===== src/rtl/alu_op_sequencer_if.sv =====
// Command/result handshake bundle between a command producer and alu_op_sequencer.
// master = producer/consumer side, slave = the sequencer.
interface alu_op_sequencer_if #(
    parameter int unsigned TAG_W = 4
);
    logic             cmd_valid;
    logic             cmd_ready;
    logic [63:0]      cmd_a;
    logic [63:0]      cmd_b;
    logic [3:0]       cmd_sel;
    logic [TAG_W-1:0] cmd_tag;

    logic             res_valid;
    logic             res_ready;
    logic [63:0]      res_data;
    logic [3:0]       res_flags;
    logic [TAG_W-1:0] res_tag;

    modport master (
        output cmd_valid, cmd_a, cmd_b, cmd_sel, cmd_tag, res_ready,
        input  cmd_ready, res_valid, res_data, res_flags, res_tag
    );

    modport slave (
        input  cmd_valid, cmd_a, cmd_b, cmd_sel, cmd_tag, res_ready,
        output cmd_ready, res_valid, res_data, res_flags, res_tag
    );
endinterface


===== src/rtl/alu_op_sequencer.sv =====
// FIFO-buffered command front-end for alu_64bit: one op at a time, result + {C,Z,S,V} + tag.
// Optional statistics counters are enabled with `define ALU_SEQ_STATS_EN.
module alu_op_sequencer #(
    parameter int unsigned DEPTH = 4,
    parameter int unsigned TAG_W = 4
) (
    input  logic                     clk,
    input  logic                     rst,
    alu_op_sequencer_if.slave        cmd_res,
    output logic                     alu_enable,
    output logic [63:0]              alu_a,
    output logic [63:0]              alu_b,
    output logic [3:0]               alu_sel,
    input  logic [63:0]              alu_out,
    input  logic                     alu_carryout,
    input  logic                     alu_zero,
    input  logic                     alu_sign,
    input  logic                     alu_overflow,
    output logic                     busy
`ifdef ALU_SEQ_STATS_EN
    ,
    output logic [31:0]              op_count,
    output logic [15:0]              divzero_count
`endif
);
    localparam int unsigned PW = $clog2(DEPTH);
    localparam logic [PW:0] FULL_CNT = (PW+1)'(DEPTH);

    typedef struct packed {
        logic [63:0]      a;
        logic [63:0]      b;
        logic [3:0]       sel;
        logic [TAG_W-1:0] tag;
    } cmd_t;

    typedef enum logic [2:0] {IDLE, EXEC1, EXEC2, CAPT, DONE} state_t;

    cmd_t             mem [DEPTH];
    cmd_t             head;
    logic [PW-1:0]    wr_ptr;
    logic [PW-1:0]    rd_ptr;
    logic [PW:0]      count;
    state_t           state;
    logic [TAG_W-1:0] tag_q;

    logic fifo_empty;
    logic fifo_full;
    logic do_push;
    logic do_pop;
    logic res_hs;

    always_comb begin
        fifo_empty = (count == '0);
        fifo_full  = (count == FULL_CNT);
        do_push    = cmd_res.cmd_valid & ~fifo_full;
        res_hs     = cmd_res.res_valid & cmd_res.res_ready;
        do_pop     = ~fifo_empty & ((state == IDLE) | ((state == DONE) & res_hs));
        head       = mem[rd_ptr];
    end

    assign cmd_res.cmd_ready = ~fifo_full;
    assign busy              = (state != IDLE) | ~fifo_empty;

    // Storage is not reset; occupancy alone decides what is valid.
    always_ff @(posedge clk) begin
        if (do_push) begin
            mem[wr_ptr] <= '{a: cmd_res.cmd_a, b: cmd_res.cmd_b,
                             sel: cmd_res.cmd_sel, tag: cmd_res.cmd_tag};
        end
    end

    always_ff @(posedge clk or posedge rst) begin
        if (rst) begin
            wr_ptr <= '0;
            rd_ptr <= '0;
            count  <= '0;
        end else begin
            if (do_push) wr_ptr <= wr_ptr + 1'b1;
            if (do_pop)  rd_ptr <= rd_ptr + 1'b1;
            case ({do_push, do_pop})
                2'b10:   count <= count + 1'b1;
                2'b01:   count <= count - 1'b1;
                default: count <= count;
            endcase
        end
    end

    // Enable is held through EXEC1 and EXEC2 so Zero/Sign catch up with out.
    always_ff @(posedge clk or posedge rst) begin
        if (rst) begin
            state             <= IDLE;
            alu_enable        <= 1'b0;
            alu_a             <= '0;
            alu_b             <= '0;
            alu_sel           <= '0;
            tag_q             <= '0;
            cmd_res.res_valid <= 1'b0;
            cmd_res.res_data  <= '0;
            cmd_res.res_flags <= '0;
            cmd_res.res_tag   <= '0;
        end else begin
            case (state)
                IDLE: begin
                    if (do_pop) begin
                        alu_a      <= head.a;
                        alu_b      <= head.b;
                        alu_sel    <= head.sel;
                        tag_q      <= head.tag;
                        alu_enable <= 1'b1;
                        state      <= EXEC1;
                    end
                end
                EXEC1: begin
                    state <= EXEC2;
                end
                EXEC2: begin
                    alu_enable <= 1'b0;
                    state      <= CAPT;
                end
                CAPT: begin
                    cmd_res.res_data  <= alu_out;
                    cmd_res.res_flags <= {alu_carryout, alu_zero, alu_sign, alu_overflow};
                    cmd_res.res_tag   <= tag_q;
                    cmd_res.res_valid <= 1'b1;
                    state             <= DONE;
                end
                DONE: begin
                    if (res_hs) begin
                        cmd_res.res_valid <= 1'b0;
                        if (do_pop) begin
                            alu_a      <= head.a;
                            alu_b      <= head.b;
                            alu_sel    <= head.sel;
                            tag_q      <= head.tag;
                            alu_enable <= 1'b1;
                            state      <= EXEC1;
                        end else begin
                            state <= IDLE;
                        end
                    end
                end
                default: begin
                    alu_enable <= 1'b0;
                    state      <= IDLE;
                end
            endcase
        end
    end

`ifdef ALU_SEQ_STATS_EN
    // alu_sel/alu_b still describe the completing op at the handshake edge.
    always_ff @(posedge clk or posedge rst) begin
        if (rst) begin
            op_count      <= '0;
            divzero_count <= '0;
        end else if (res_hs) begin
            op_count <= op_count + 1'b1;
            if (alu_sel == 4'b1110 && alu_b == '0 && divzero_count != 16'hFFFF) begin
                divzero_count <= divzero_count + 1'b1;
            end
        end
    end
`endif

endmodule

===== src/flat_wrapper.sv =====
// flat-port wrapper written by rule: the top's interface ports become plain ports
module alu_op_sequencer_flat 
#(
    parameter int unsigned DEPTH = 4,
    parameter int unsigned TAG_W = 4
)
  (clk, rst, alu_enable, alu_a, alu_b, alu_sel, alu_out, alu_carryout, alu_zero, alu_sign, alu_overflow, busy, cmd_res_cmd_valid, cmd_res_cmd_a, cmd_res_cmd_b, cmd_res_cmd_sel, cmd_res_cmd_tag, cmd_res_res_ready, cmd_res_cmd_ready, cmd_res_res_valid, cmd_res_res_data, cmd_res_res_flags, cmd_res_res_tag);
  alu_op_sequencer_if #(.TAG_W(TAG_W)) cmd_res_i ();
  input  logic clk;
  input  logic rst;
  output logic alu_enable;
  output logic [63:0] alu_a;
  output logic [63:0] alu_b;
  output logic [3:0] alu_sel;
  input  logic [63:0] alu_out;
  input  logic alu_carryout;
  input  logic alu_zero;
  input  logic alu_sign;
  input  logic alu_overflow;
  output logic busy;
  input wire logic [$bits(cmd_res_i.cmd_valid)-1:0] cmd_res_cmd_valid;
  input wire logic [$bits(cmd_res_i.cmd_a)-1:0] cmd_res_cmd_a;
  input wire logic [$bits(cmd_res_i.cmd_b)-1:0] cmd_res_cmd_b;
  input wire logic [$bits(cmd_res_i.cmd_sel)-1:0] cmd_res_cmd_sel;
  input wire logic [$bits(cmd_res_i.cmd_tag)-1:0] cmd_res_cmd_tag;
  input wire logic [$bits(cmd_res_i.res_ready)-1:0] cmd_res_res_ready;
  output wire logic [$bits(cmd_res_i.cmd_ready)-1:0] cmd_res_cmd_ready;
  output wire logic [$bits(cmd_res_i.res_valid)-1:0] cmd_res_res_valid;
  output wire logic [$bits(cmd_res_i.res_data)-1:0] cmd_res_res_data;
  output wire logic [$bits(cmd_res_i.res_flags)-1:0] cmd_res_res_flags;
  output wire logic [$bits(cmd_res_i.res_tag)-1:0] cmd_res_res_tag;
  assign cmd_res_i.cmd_valid = cmd_res_cmd_valid;
  assign cmd_res_i.cmd_a = cmd_res_cmd_a;
  assign cmd_res_i.cmd_b = cmd_res_cmd_b;
  assign cmd_res_i.cmd_sel = cmd_res_cmd_sel;
  assign cmd_res_i.cmd_tag = cmd_res_cmd_tag;
  assign cmd_res_i.res_ready = cmd_res_res_ready;
  assign cmd_res_cmd_ready = cmd_res_i.cmd_ready;
  assign cmd_res_res_valid = cmd_res_i.res_valid;
  assign cmd_res_res_data = cmd_res_i.res_data;
  assign cmd_res_res_flags = cmd_res_i.res_flags;
  assign cmd_res_res_tag = cmd_res_i.res_tag;
  alu_op_sequencer #(.DEPTH(DEPTH), .TAG_W(TAG_W)) u_core (.clk(clk), .rst(rst), .cmd_res(cmd_res_i), .alu_enable(alu_enable), .alu_a(alu_a), .alu_b(alu_b), .alu_sel(alu_sel), .alu_out(alu_out), .alu_carryout(alu_carryout), .alu_zero(alu_zero), .alu_sign(alu_sign), .alu_overflow(alu_overflow), .busy(busy));
endmodule

===== config.mk =====
export PLATFORM = sky130hd
export DESIGN_NAME = alu_op_sequencer_flat
export DESIGN_NICKNAME = d
export VERILOG_FILES = /design/src/rtl/alu_op_sequencer_if.sv /design/src/rtl/alu_op_sequencer.sv /design/src/flat_wrapper.sv
export SDC_FILE = /design/constraint.sdc
export NUM_CORES = 1
export LEC_CHECK = 0
export CAP_MARGIN = 25
export CORE_ASPECT_RATIO = 1.5
export CORE_MARGIN = 1
export CORE_UTILIZATION = 32
export CTS_CLUSTER_DIAMETER = 60
export DETAILED_ROUTE_END_ITERATION = 8
export SYNTH_ARGS = -nofsm -noshare
export SYNTH_HDL_FRONTEND = slang
export SYNTH_SLANG_ARGS = --single-unit
export TNS_END_PERCENT = 50

===== constraint.sdc =====
create_clock -name clk -period 8.1 [get_ports clk]
set_input_delay 2.025 -clock clk [delete_from_list [all_inputs] [get_ports clk]]
set_output_delay 2.025 -clock clk [all_outputs]
set_load 0.05 [all_outputs]

Word-level counts from Yosys, hierarchy flattened
Memory sizes are Yosys's and may differ from the RTL's.
Index checks and enable logic that the tools add are counted.
- register bits after elaboration: 220
- latch bits: 0
- bits in writable memories: 544
- ROM bits: 0
- input port bits: 208
- output and inout port bits: 208
- logic and storage cells: 71
- memories: 1
- memory list (name ; depth ; width ; rd ports ; clocked after memory_dff ; wr ports ; RTL line ; text):
    u_core.mem ; 4 ; 136 ; 1 ; 0 ; 1 ; alu_op_sequencer.sv:38 ; cmd_t mem [DEPTH];
- add/sub/neg operators: 4
- multipliers: 0
- divide/modulo/power cells: 0
- order comparisons: 0
- eq/ne operators: 9
- shift-type cells: 0
- mux-type cells: 24
- bitwise logic cells: 9
- reduce and logical (&&, ||, !) cells: 11
- operator list (kind ; count):
    $mux 64 ; 4
    $pmux 64 s2 ; 2
    $mux 4 ; 4
    $pmux 4 s2 ; 2
    $pmux 3 s5 ; 1
    $reduce_and 2->1 ; 4
    $eq 3x2->1 const B ; 2
    $eq 3x3->1 const B ; 2
    $logic_not 3->1 ; 2
    $mux 1 ; 6
    $mux 3 ; 2
    $pmux 3 s2 ; 1
    $reduce_bool 2->1 ; 3
    $add 2x1->2 const B ; 2
    $and 1x1->1 ; 4
    $ne 2x1->1 const B ; 2
    $add 3x1->3 const B ; 1
    $eq 3x1->1 const B ; 1
    $not 1->1 ; 3
    $pmux 1 s3 ; 1
    $reduce_bool 3->1 ; 1
    $sub 3x1->3 const B ; 1
    $eq 2x1->1 const B ; 1
    $eq 2x2->1 const B ; 1
    other kinds (3) ; 4

Depth between registers and ports, before layout
Gate-level depths: netlist (run 1).
- depth in word-level cells: 7
- depth in mapped cells: 9

Least setup slack after synthesis (run 1)
Ideal clock, no wire load.
- path type: input-to-reg
- start point: in cmd_res_cmd_valid
- end point: mem u_core.mem[1][0] in the netlist's numbering (enable)
- library setup time: 0.512 ns
- data arrival time: 5.202 ns
- required time: 7.588 ns
- path slack: 2.386 ns
- stages: 1
- path buffers: 0
- cells stage by stage: and3_1
- cells in the longest elaborated chain, start to end: 3
- ends and longest elaborated chain (what ; RTL line ; text):
    from (decl) ; flat_wrapper.sv:21 ; input wire logic [$bits(cmd_res_i.cmd_valid)-1:0] cmd_res_cmd_valid;
    $and 1x1->1 ; alu_op_sequencer.sv:55 ; do_push = cmd_res.cmd_valid & ~fifo_full;
    $mux 1 ; alu_op_sequencer.sv:66 ; if (do_push) begin
    $mux 1 (not written as such) ; alu_op_sequencer.sv:67 ; mem[wr_ptr] <= '{a: cmd_res.cmd_a, b: cmd_res.cmd_b,
    to (decl) ; alu_op_sequencer.sv:38 ;
Every way passes these cells.

Final worst setup path (run 1)
- start point: reg u_core.count[0]
- end point: out busy
- cells in the longest elaborated chain, start to end: 3
- ends and longest elaborated chain (what ; RTL line ; text):
    from (decl) ; alu_op_sequencer.sv:42 ; logic [PW:0] count;
    from (signal assigned) ; alu_op_sequencer.sv:81 ; 2'b10: count <= count + 1'b1;
    from (signal assigned) ; alu_op_sequencer.sv:82 ; 2'b01: count <= count - 1'b1;
    from (signal assigned) ; alu_op_sequencer.sv:83 ; default: count <= count;
    $logic_not 3->1 ; alu_op_sequencer.sv:53 ; fifo_empty = (count == '0);
    $not 1->1 ; alu_op_sequencer.sv:62 ; assign busy = (state != IDLE) | ~fifo_empty;
    $or 1x1->1 ; alu_op_sequencer.sv:62 ;
    to (decl) ; flat_wrapper.sv:20 ; output logic busy;
Every way passes these cells.

==> impl_metrics.env, run 1 <==
export IMPL_synth_top_cells_by_area="sky130_fd_sc_hd__edfxtp_1, sky130_fd_sc_hd__dfrtp_1, sky130_fd_sc_hd__mux4_2"
export IMPL_arrival_ps=2400
export IMPL_timing_setup_tns_ps=0
export IMPL_pleak_nw=12.8
export IMPL_synth_compound_area_share_pct=0.145
export IMPL_routabilityCongestion=0.719
export IMPL_cts_tree="yes"
export IMPL_setup_viol_count_final=0
export IMPL_totalWireLength_um=63300
export IMPL_max_slew_worst_pin_slew_ps=1090
export IMPL_initial_antenna_violation_count=8
export IMPL_io_pins=416
export IMPL_fmax_achieved_ghz=0.226
export IMPL_worst_ep_required_time_ps=6080
export IMPL_yosysWarningCount=0
export IMPL_post_route_cells_drive_above_1_share_pct=28.5
export IMPL_final_net_count=1883
export IMPL_final_hold_violation_count=0
export IMPL_worst_hold_path_type="flop to flop"
export IMPL_worst_setup_path_end_kind="output pin"
export IMPL_cts_resized_gates=0
export IMPL_cts_max_path_buffers=3
export IMPL_critPathKind="flop to output pin"
export IMPL_placeableCoreArea_um2=87900
export IMPL_die_w_um=245
export IMPL_grt_start_max_net_pins=113
export IMPL_finalCriticalPeriod_ps=4420
export IMPL_count_of_hold_buffers_inserted_by_post_cts_repair=0
export IMPL_cts_buffers_inserted=81
export IMPL_post_synth_top_area_fraction_pct=57.4
export IMPL_synthDistinctLibCells=33
export IMPL_dpl_hpwl_um=37100
export IMPL_synth_top_area_cell="sky130_fd_sc_hd__edfxtp_1"
export IMPL_site_row_count=133
export IMPL_fp_dieH_um=367
export IMPL_vias_in_the_first_global_route=15100
export IMPL_critical_path_max_fanout=4
export IMPL_vdd_drop_max_mv=0.339
export IMPL_ys_ff_latch=764
export IMPL_result_of_the_run="finished clean"
export IMPL_post_synthesis_cell_count=1207
export IMPL_io_buffers=415
export IMPL_dieArea_um2=90100
export IMPL_cts_reportedPaths_clkPinSlew_ps=60
export IMPL_yosys_mux_area_fraction_pct=20.4
export IMPL_timing_final_max_slew_violations=0
export IMPL_clock_tree_htree_level_count=3
export IMPL_synth_top_family_by_area="multiplexers"
export IMPL_synth_yosys_seq_area_share_pct=76.8
export IMPL_initial_cell_density_of_the_core_pct=32.4
export IMPL_cellPowerDensity_nw_per_um2=442
export IMPL_syn_avg_cell_area_um2=23.6
export IMPL_drt_pass1_iterations=4
export IMPL_grt_total_usage_pct=14.3
export IMPL_via_count=13300
export IMPL_clockRootBuffer="sky130_fd_sc_hd__clkbuf_16"
export IMPL_areaGrowthSynthToFinish_pct=27.8
export IMPL_grt_overflow_total=0
export IMPL_dp_cells=2733
export IMPL_crit_path_start_kind="flop"
export IMPL_timing_max_cap_violations=0
export IMPL_total_clock_sinks=764
export IMPL_maxSlewHeadroom_pct=27.5
export IMPL_synthesized_area_fraction_occupied_by_xor_and_xnor_cells_pct=0.215
export IMPL_synth_simple_gate_area_share_pct=0.506
export IMPL_final_cell_count_no_fill=2884
export IMPL_syn_nets=1421
export IMPL_timing_final_crit_share_pct=54.6
export IMPL_route_detailed_drc=0
export IMPL_drt_iter0_drc=464
export IMPL_netlist_area_um2=28500
export IMPL_post_cts_buffers=0
export IMPL_skew_ps=27.2
export IMPL_detail_route_wl_per_cell_um=21.9
export IMPL_first_pass_grt_wire_length_um=95300
export IMPL_via_density=4.62
export IMPL_synth_adder_area_share_pct=0.290
export IMPL_setup_repair_after_global_routing_missed_its_margin="no"
export IMPL_finish_utilization_pct=41.4
export IMPL_drtAntennaViolNets=0
export IMPL_clk_insertion_delay_late_ps=640
==> critical path: stages, from the launching register on <==
cell,delay [ps]
sky130_fd_sc_hd__dfrtp_1,450
sky130_fd_sc_hd__nor3_2,410
sky130_fd_sc_hd__nand3b_1,150
sky130_fd_sc_hd__clkdlybuf4s50_1,750
==> stage by stage <==
| step | cell area (µm²) | hold WS [ps] | setup WS, ps | total power, mW |
|---|---|---|---|---|
| after floorplan | 28500 | 468 | 53.9 | 10.7 |
| after global placement | 33800 | 465 | 3300 | 12.6 |
| after detailed placement | 33800 | 474 | 3250 | 12.7 |
| after CTS | 36400 | 488 | 3590 | 16.4 |
| after global routing | 36400 | 501 | 3560 | 16.8 |
| final | 36400 | 484 | 3680 | 16.1 |
==> power breakdown <==
group          total (mW)  internal, mW  switching (mW)
clock                3.55          2.04            1.52
combinational        6.53          2.84            3.69
sequential           5.98          5.42           0.561
total                16.1          10.3            5.77
==> logic make-up (layout without fill, tap and decap cells) <==
logic type,count (synthesis),count (layout)
muxes,347,347
buffers and inverters,58,585
xor gates and xnor gates,7,7
AOI/OAI and AO/OA,4,4
adders and majority gates,6,6
other,0,3
DFF,764,764
and+or+nand+nor,21,21
==> layout make-up <==
class | instances | area [µm²]
antenna | 3 | 7.51
clock buffer | 118 | 2320
clock inverter | 30 | 236
fill | 7734 | 51500
inverter | 4 | 22.5
multi-input combinational | 385 | 6160
sequential | 764 | 21800
tap | 1147 | 1440
timing repair buffer | 433 | 4340
==> flip-flops by register name, indices dropped and copies added (netlist names), 4 cells and up <==
register	cells
u_core.alu_a	64
u_core.tag_q	4
u_core.cmd_res.res_tag	4
u_core.cmd_res.res_flags	4
u_core.alu_sel	4
u_core.cmd_res.res_data	64
u_core.mem	544
u_core.alu_b	64
==> Yosys cell counts (all sizes together) <==
| cell type | instances |
|---|---|
| nor2 | 5 |
| a21o | 1 |
| or3b | 1 |
| buf | 40 |
| and2b | 1 |
| and4bb | 1 |
| and3 | 4 |
| o21ba | 1 |
| dfrtp | 220 |
| and2 | 1 |
| edfxtp | 544 |
| clkbuf | 14 |
| mux4 | 136 |
| mux2i | 1 |
| fa | 1 |
| inv | 4 |
| nor3 | 2 |
| xor2 | 3 |
| ha | 5 |
| nor4 | 1 |
| a21oi | 1 |
| mux2 | 210 |
| a21boi | 1 |
| xnor2 | 4 |
| nand2 | 3 |
| nand3b | 2 |
==> placed cells by master, fill, tap and decap left out, drive strengths merged, types with 2 or more instances in the layout <==
cell type,n
clkdlybuf4s50,415
inv,10
clkbuf,118
dfrtp,220
ha,5
clkinv,19
and3,4
mux2,210
clkinvlp,4
edfxtp,544
buf,18
xor2,3
xnor2,4
nand3b,2
mux4,136
nor2,5
nor3,2
nand2,3
diode,3
==> per-layer routing <==
layer / track usage, % / vias up / share of wire (%)
met5: 0 / - / 0.085
met4: 6.04 / 8 / 2.8
met3: 3.59 / 102 / 5.6
met2: 25.8 / 334 / 54
met1: 15.7 / 7066 / 38
li1: - / 5804 / -
==> final timing paths <==
kind                                          startpoint                             to  slack [ps]  depth (start not counted)
max                          u_core.count[0]$_DFFE_PP0P_                           busy        3680                          3
min                        u_core.alu_enable$_DFFE_PP0P_  u_core.alu_enable$_DFFE_PP0P_         480                          1
max reg2reg                 u_core.rd_ptr[0]$_DFFE_PP0P_   u_core.alu_b[44]$_DFFE_PP0P_        5390                          3
min reg2reg                u_core.alu_enable$_DFFE_PP0P_  u_core.alu_enable$_DFFE_PP0P_         480                          1
max in group asynchronous                            rst   u_core.rd_ptr[0]$_DFFE_PP0P_        4880                          3
min in group asynchronous                            rst   u_core.alu_a[56]$_DFFE_PP0P_        1890                          2
Power figures use the tool's default switching activity.
==> run 2: changes to the inputs <==
clock period = 3.65 ns   (was 8.1 ns; I/O delays follow)
==> run 2 against run 1 <==
Net effect:
- largest power group unchanged
- core utilization is 0.45 points higher
- design area is 1.1% higher
- hold slack better by 5.5 ps
- flip-flop and latch count stayed put
==> impl_metrics.env, run 2 (synthesized netlist as in run 1, its figures left out) <==
export IMPL_result_of_the_run="finished clean"
export IMPL_crit_path_start_kind="flop"
export IMPL_io_pins=416
export IMPL_clock_tree_htree_level_count=3
export IMPL_drt_iter0_drc=511
export IMPL_post_route_cells_drive_above_1_share_pct=29.3
export IMPL_clockRootBuffer="sky130_fd_sc_hd__clkbuf_16"
export IMPL_timing_final_max_slew_violations=0
export IMPL_timing_max_cap_violations=0
export IMPL_registers_top_by_ff_count="u_core.mem"
export IMPL_internal_power_mw=23.2
export IMPL_cellPowerDensity_nw_per_um2=982
export IMPL_fp_dieH_um=367
export IMPL_p_clk_share_pct=22.2
export IMPL_timing_final_crit_share_pct=89.4
export IMPL_drt_pass1_iterations=5
export IMPL_cts_resized_gates=0
export IMPL_areaGrowthSynthToFinish_pct=29.2
export IMPL_placeableCoreArea_um2=87900
export IMPL_worst_hold_path_type="flop to flop"
export IMPL_grt_start_max_net_pins=96
export IMPL_skew_ps=15.0
export IMPL_setup_repair_after_global_routing_missed_its_margin="no"
export IMPL_p_sw_mw=12.9
export IMPL_holdWs_ps=490
export IMPL_cts_buffers_inserted=78
export IMPL_comb_power_share_pct=41.3
export IMPL_finish_utilization_pct=41.8
export IMPL_total_clock_sinks=764
export IMPL_via_density=4.62
export IMPL_mostFrequentLayoutCells="sky130_fd_sc_hd__edfxtp_1, sky130_fd_sc_hd__clkdlybuf4s50_1, sky130_fd_sc_hd__dfrtp_1"
export IMPL_arrival_ps=2350
export IMPL_pleak_nw=12.9
export IMPL_detail_route_wl_per_cell_um=22.1
export IMPL_drtAntennaViolNets=0
export IMPL_final_net_count=1900
export IMPL_first_pass_grt_wire_length_um=96500
export IMPL_cts_reportedPaths_clkPinSlew_ps=60
export IMPL_critical_path_max_fanout=6
export IMPL_dpl_hpwl_um=40300
export IMPL_grt_total_usage_pct=14.5
export IMPL_largest_reg_flops=544
export IMPL_final_fill_count=7681
export IMPL_site_row_count=133
export IMPL_dieArea_um2=90100
export IMPL_setup_viol_count_final=0
export IMPL_clk_insertion_delay_late_ps=640
export IMPL_route_detailed_drc=0
export IMPL_switching_share_pct=35.7
export IMPL_fmax_achieved_ghz=0.306
export IMPL_vias_in_the_first_global_route=15200
export IMPL_totalWireLength_um=63900
export IMPL_critPathKind="flop to output pin"
export IMPL_finalCriticalPeriod_ps=3260
export IMPL_cts_max_path_buffers=3
export IMPL_io_buffers=415
export IMPL_via_count=13400
export IMPL_grt_overflow_total=0
export IMPL_multi_input_comb_area_um2=6160
export IMPL_count_of_hold_buffers_inserted_by_post_cts_repair=0
export IMPL_final_hold_violation_count=0
export IMPL_max_slew_worst_pin_slew_ps=671
export IMPL_seq_power_share_pct=36.5
export IMPL_post_cts_buffers=0
export IMPL_worst_setup_path_end_kind="output pin"
export IMPL_die_w_um=245
export IMPL_routabilityCongestion=0.766
export IMPL_initial_antenna_violation_count=9
export IMPL_worst_ep_required_time_ps=2740
export IMPL_cts_tree="yes"
export IMPL_design_power_total_mw=36.1
export IMPL_storage_element_area_um2=21800
export IMPL_layout_cells_most_common="sky130_fd_sc_hd__edfxtp_1"
export IMPL_initial_cell_density_of_the_core_pct=32.4
export IMPL_maxSlewHeadroom_pct=55.1
export IMPL_vdd_drop_max_mv=0.607
[run 2: worst paths after layout]
check	to	cells after the start	slack, ps	startpoint
worst max-delay path	cmd_res_cmd_ready	2	390	u_core.count[0]$_DFFE_PP0P_
worst min-delay path	u_core.alu_enable$_DFFE_PP0P_	1	490	u_core.alu_enable$_DFFE_PP0P_
min in group asynchronous	u_core.cmd_res.res_tag[3]$_DFFE_PP0P_	3	700	rst
max in group asynchronous	u_core.cmd_res.res_data[16]$_DFFE_PP0P_	4	2310	rst
worst max register to register	u_core.count[1]$_DFFE_PP0P_	6	1430	u_core.count[0]$_DFFE_PP0P_
worst min register to register	u_core.alu_enable$_DFFE_PP0P_	1	490	u_core.alu_enable$_DFFE_PP0P_
[run 2: metrics by stage]
stage	setup TNS [ps]	area (µm²)	worst slack, ps	instances
after floorplan	-311440	28500	-1040	1207
after global placement	0	34200	561	2753
after detailed placement	0	34200	539	2753
after CTS	0	36800	303	2898
after global routing	0	36800	269	2900
final	0	36800	386	2900
[run 2: power groups by stage]
| stage | logic, mW | clock network (mW) | registers [mW] |
|---|---|---|---|
| floorplan | 6.61 | 0 | 17.2 |
| global placement | 15.1 | 0 | 13.2 |
| detailed placement | 15.2 | 0 | 13.4 |
| CTS | 15.2 | 8.29 | 13.2 |
| global route | 15.7 | 8.58 | 13.4 |
| finish | 14.9 | 8.01 | 13.2 |
[run 2: area by class of cell]
type	count	share of cell area, %
Sequential cell	764	59.4
Multi-Input combinational cell	385	16.8
Timing Repair Buffer	453	12.8
Clock buffer	106	5.93
Tap cell	1147	3.90
Clock inverter	39	1.10
Inverter	4	0.0510
Antenna cell	2	0.0136
[run 2: routing by layer]
metal	part of all wire, %	GRT usage (%)
met1	38	16.3
met3	6.1	3.82
met5	0.092	0
met2	53	25.7
met4	2.7	5.73
[run 2: worst max-delay path, stage by stage (launching register included)]
cell and delay, ps:
sky130_fd_sc_hd__dfrtp_1 440, sky130_fd_sc_hd__or3b_1 480, sky130_fd_sc_hd__clkdlybuf4s50_1 780
==> RTL edit: new RTL, flow settings as in run 2 <==
`DEPTH` is set to 4 in 2 places; all go to 16.
--- a/src/rtl/alu_op_sequencer.sv
+++ b/src/rtl/alu_op_sequencer.sv
@@ -1,7 +1,7 @@
 // FIFO-buffered command front-end for alu_64bit: one op at a time, result + {C,Z,S,V} + tag.
 // Optional statistics counters are enabled with `define ALU_SEQ_STATS_EN.
 module alu_op_sequencer #(
-    parameter int unsigned DEPTH = 4,
+    parameter int unsigned DEPTH = 16,
     parameter int unsigned TAG_W = 4
 ) (
     input  logic                     clk,
--- a/src/flat_wrapper.sv
+++ b/src/flat_wrapper.sv
@@ -1,7 +1,7 @@
 // flat-port wrapper written by rule: the top's interface ports become plain ports
 module alu_op_sequencer_flat 
 #(
-    parameter int unsigned DEPTH = 4,
+    parameter int unsigned DEPTH = 16,
     parameter int unsigned TAG_W = 4
 )
   (clk, rst, alu_enable, alu_a, alu_b, alu_sel, alu_out, alu_carryout, alu_zero, alu_sign, alu_overflow, busy, cmd_res_cmd_valid, cmd_res_cmd_a, cmd_res_cmd_b, cmd_res_cmd_sel, cmd_res_cmd_tag, cmd_res_res_ready, cmd_res_cmd_ready, cmd_res_res_valid, cmd_res_res_data, cmd_res_res_flags, cmd_res_res_tag);
Behaviour: same outputs for any inputs over 4 cycles, from zero or initial values and one cycle with rst high; that may be too few to reach the edited logic, so the function may still have changed.
==> RTL edit against run 2 <==
Worst setup slack got worse by 0.29 ns; die area rose to 3.2 times the old value; critical path type unchanged; area after synthesis grew to 3.2 times the old value; sequential share of layout area rose by 5.5 points; sequential cell count grew 1638; final area grew to 3.0 times the old value; register-to-register slack got worse by 0.92 ns; power up 150%; routed wire length grew to 3.6 times the old value; the run now ends with design-rule violations left.
==> RTL edit: results (changes against run 2) <==
CTS clk-pin slew, worst paths=0.07 ns; worst hold-check path type=in2async (was reg2reg); Worst Skew=0.06957 ns (was 0.01500 ns); IO buf count=415 (unchanged); Largest Register=u_core.mem (unchanged); maximum VDD drop=0.5670 mV (was 0.6072 mV); register area share after synthesis=78.03% (was 76.76%); max reg flops=2176 (was 544); share of cells above drive strength 1=25.33% (was 29.30%); yosys warns=0 (unchanged); vias in the first global route=45848 (was 15223); total global routing overflow=0 (unchanged); actual slew at the worst max-slew pin=0.9587 ns (was 0.6713 ns); initial antenna violation count=41 (was 9); largest net degree at the start of global routing=109 (was 96); TritonCTS buffer count=230 (was 78); crit path max fanout=8 (was 6); Unique masters post-synth=42 (was 33); Clock Tree Buf Depth=4 (was 3); nets=4804 (was 1900); hpwl dp=129900 µm (was 40270 µm); R2R depth=10 (was 6); failing checks=design-rule violations; Final GP Congestion=0.7383 (was 0.7662); # DRC=102 (was 0); Worst R2R Setup Slack=0.51 ns (was 1.43 ns); Post-synth top cells=2176 x edfxtp_1, 544 x mux4_2, 226 x dfrtp_1 (was 544 x edfxtp_1, 220 x dfrtp_1, 136 x mux4_2); root buffer cell=clkbuf_16 (unchanged); Clock Latency Late Sink=0.90 ns (was 0.64 ns); setup bufs post-CTS=0 (unchanged); Iter 0 DRT Violations=3319 (was 511); first-pass GRT wire length=328300 µm (was 96490 µm); Leak=35.46 nW (was 12.94 nW); mean routed wirelength per cell=26.66 µm (was 22.05 µm); Tot GR Track Use=15.68% (was 14.46%); top cells by area, synth=edfxtp_1 72%, mux4_2 13%, dfrtp_1 6.2%, mux2i_1 2.4%, mux2_2 1.4% (was edfxtp_1 57%, dfrtp_1 19%, mux4_2 11%, mux2_4 5.3%, mux2_2 4.4%); TritonRoute pass-1 iters=7 (was 5); post-place instance area=0.1017 mm² (was 0.03418 mm²); worst r2r src=u_core.count[1] (was u_core.count[0]); H-tree depth=4 (was 3); status=finished with violations (was complete, no violations); r2r endpoint=u_core.count[4] (was u_core.count[1]); net count after synthesis=4209 (was 1421); EDFF count, synth=2176 (was 544); crit path DAT=2.65 ns (was 2.35 ns); ys async rst share=9.409% (was 28.80%); total number of vias=43096 (was 13384)
RTL edit: cell types whose count changed in the layout (fill, tap and decap cells not counted), sizes merged, moves of 145 or more:
cell / change
nor3: +214
mux2i: +219
clkbuf: +187
mux4: +408
buf: +145
edfxtp: +1632
RTL edit: critical path, stage by stage, from the launching register on:
cell	delay, ns
dfrtp_2	0.47
or4_4	0.59
or4_1	0.48
buf_2	0.23
RTL edit: per-layer routing:
layer  wire length [µm]  GRT usage, %  up-vias
met1              91980         19.67    23495
met3              11190         2.595      354
met5                 90             0        -
met4               7065         5.448       12
met2             117200         27.31     1175
li1                   -             -    18060
RTL edit: how the worst max path moves through the flow:
stage,startpoint,end,slack [ns],cells after the start
floorplan,cmd_res_cmd_valid,u_core.mem[3][0],-1.51,3
global placement,cmd_res_res_ready,u_core.count[4],-0.007,11
detailed placement,cmd_res_res_ready,u_core.count[4],0.09,11
CTS,u_core.count[1],busy,0.02,3
global route,u_core.count[1],busy,0.001,3
finish,u_core.count[1],busy,0.09,3
RTL edit: area by class of cell:
type,instances,area [µm²]
Sequential cell,2402,71010
Clock inverter,128,1445
Tap cell,3735,4673
Antenna cell,20,50.05
Multi-Input combinational cell,1351,19000
Inverter,6,31.28
Fill cell,25140,173300
Clock buffer,293,6113
Timing Repair Buffer,597,7003
RTL edit: power by group:
group / switching [mW] / internal [mW] / total [mW]
sequential: 2.08 / 33.8 / 35.9
combinational: 16.3 / 12.5 / 28.8
clock: 10.3 / 13.8 / 24.1
total: 28.7 / 60.1 / 88.8
RTL edit: cell families (layout without fill, tap and decap cells):
kind of cell / after synthesis / in the layout / synth area share [%]
and+or+nand+nor: 283 / 283 / 1.547
buffers and inverters: 240 / 1024 / 1.286
other: 0 / 20 / 0
AOI/OAI and AO/OA: 167 / 167 / 1.581
adders and majority gates: 8 / 8 / 0.1100
DFF: 2402 / 2402 / 78.03
xor gates and xnor gates: 14 / 14 / 0.1348
muxes: 879 / 879 / 17.31
RTL edit: what timing repair did:
item / CTS / global route
gates resized for setup: 8 / 0
setup endpoints to repair: 2 / 0
hold buffers: 0 / 0
RTL edit: through the flow:
stage                     setup TNS (ns)  worst slack, ns  hold WS [ns]  instances  total power, mW
final                                  0          0.09209        0.4858       8532            88.80
after global routing                   0         0.001194        0.4796       8521            92.41
after CTS                              0          0.01560        0.4610       8512            90.06
after detailed placement               0          0.08706        0.4783       8091            65.87
after global placement         -0.006776        -0.006776        0.4655       8091            65.59
after floorplan                 -1215.71           -1.513        0.4550       3993            55.53
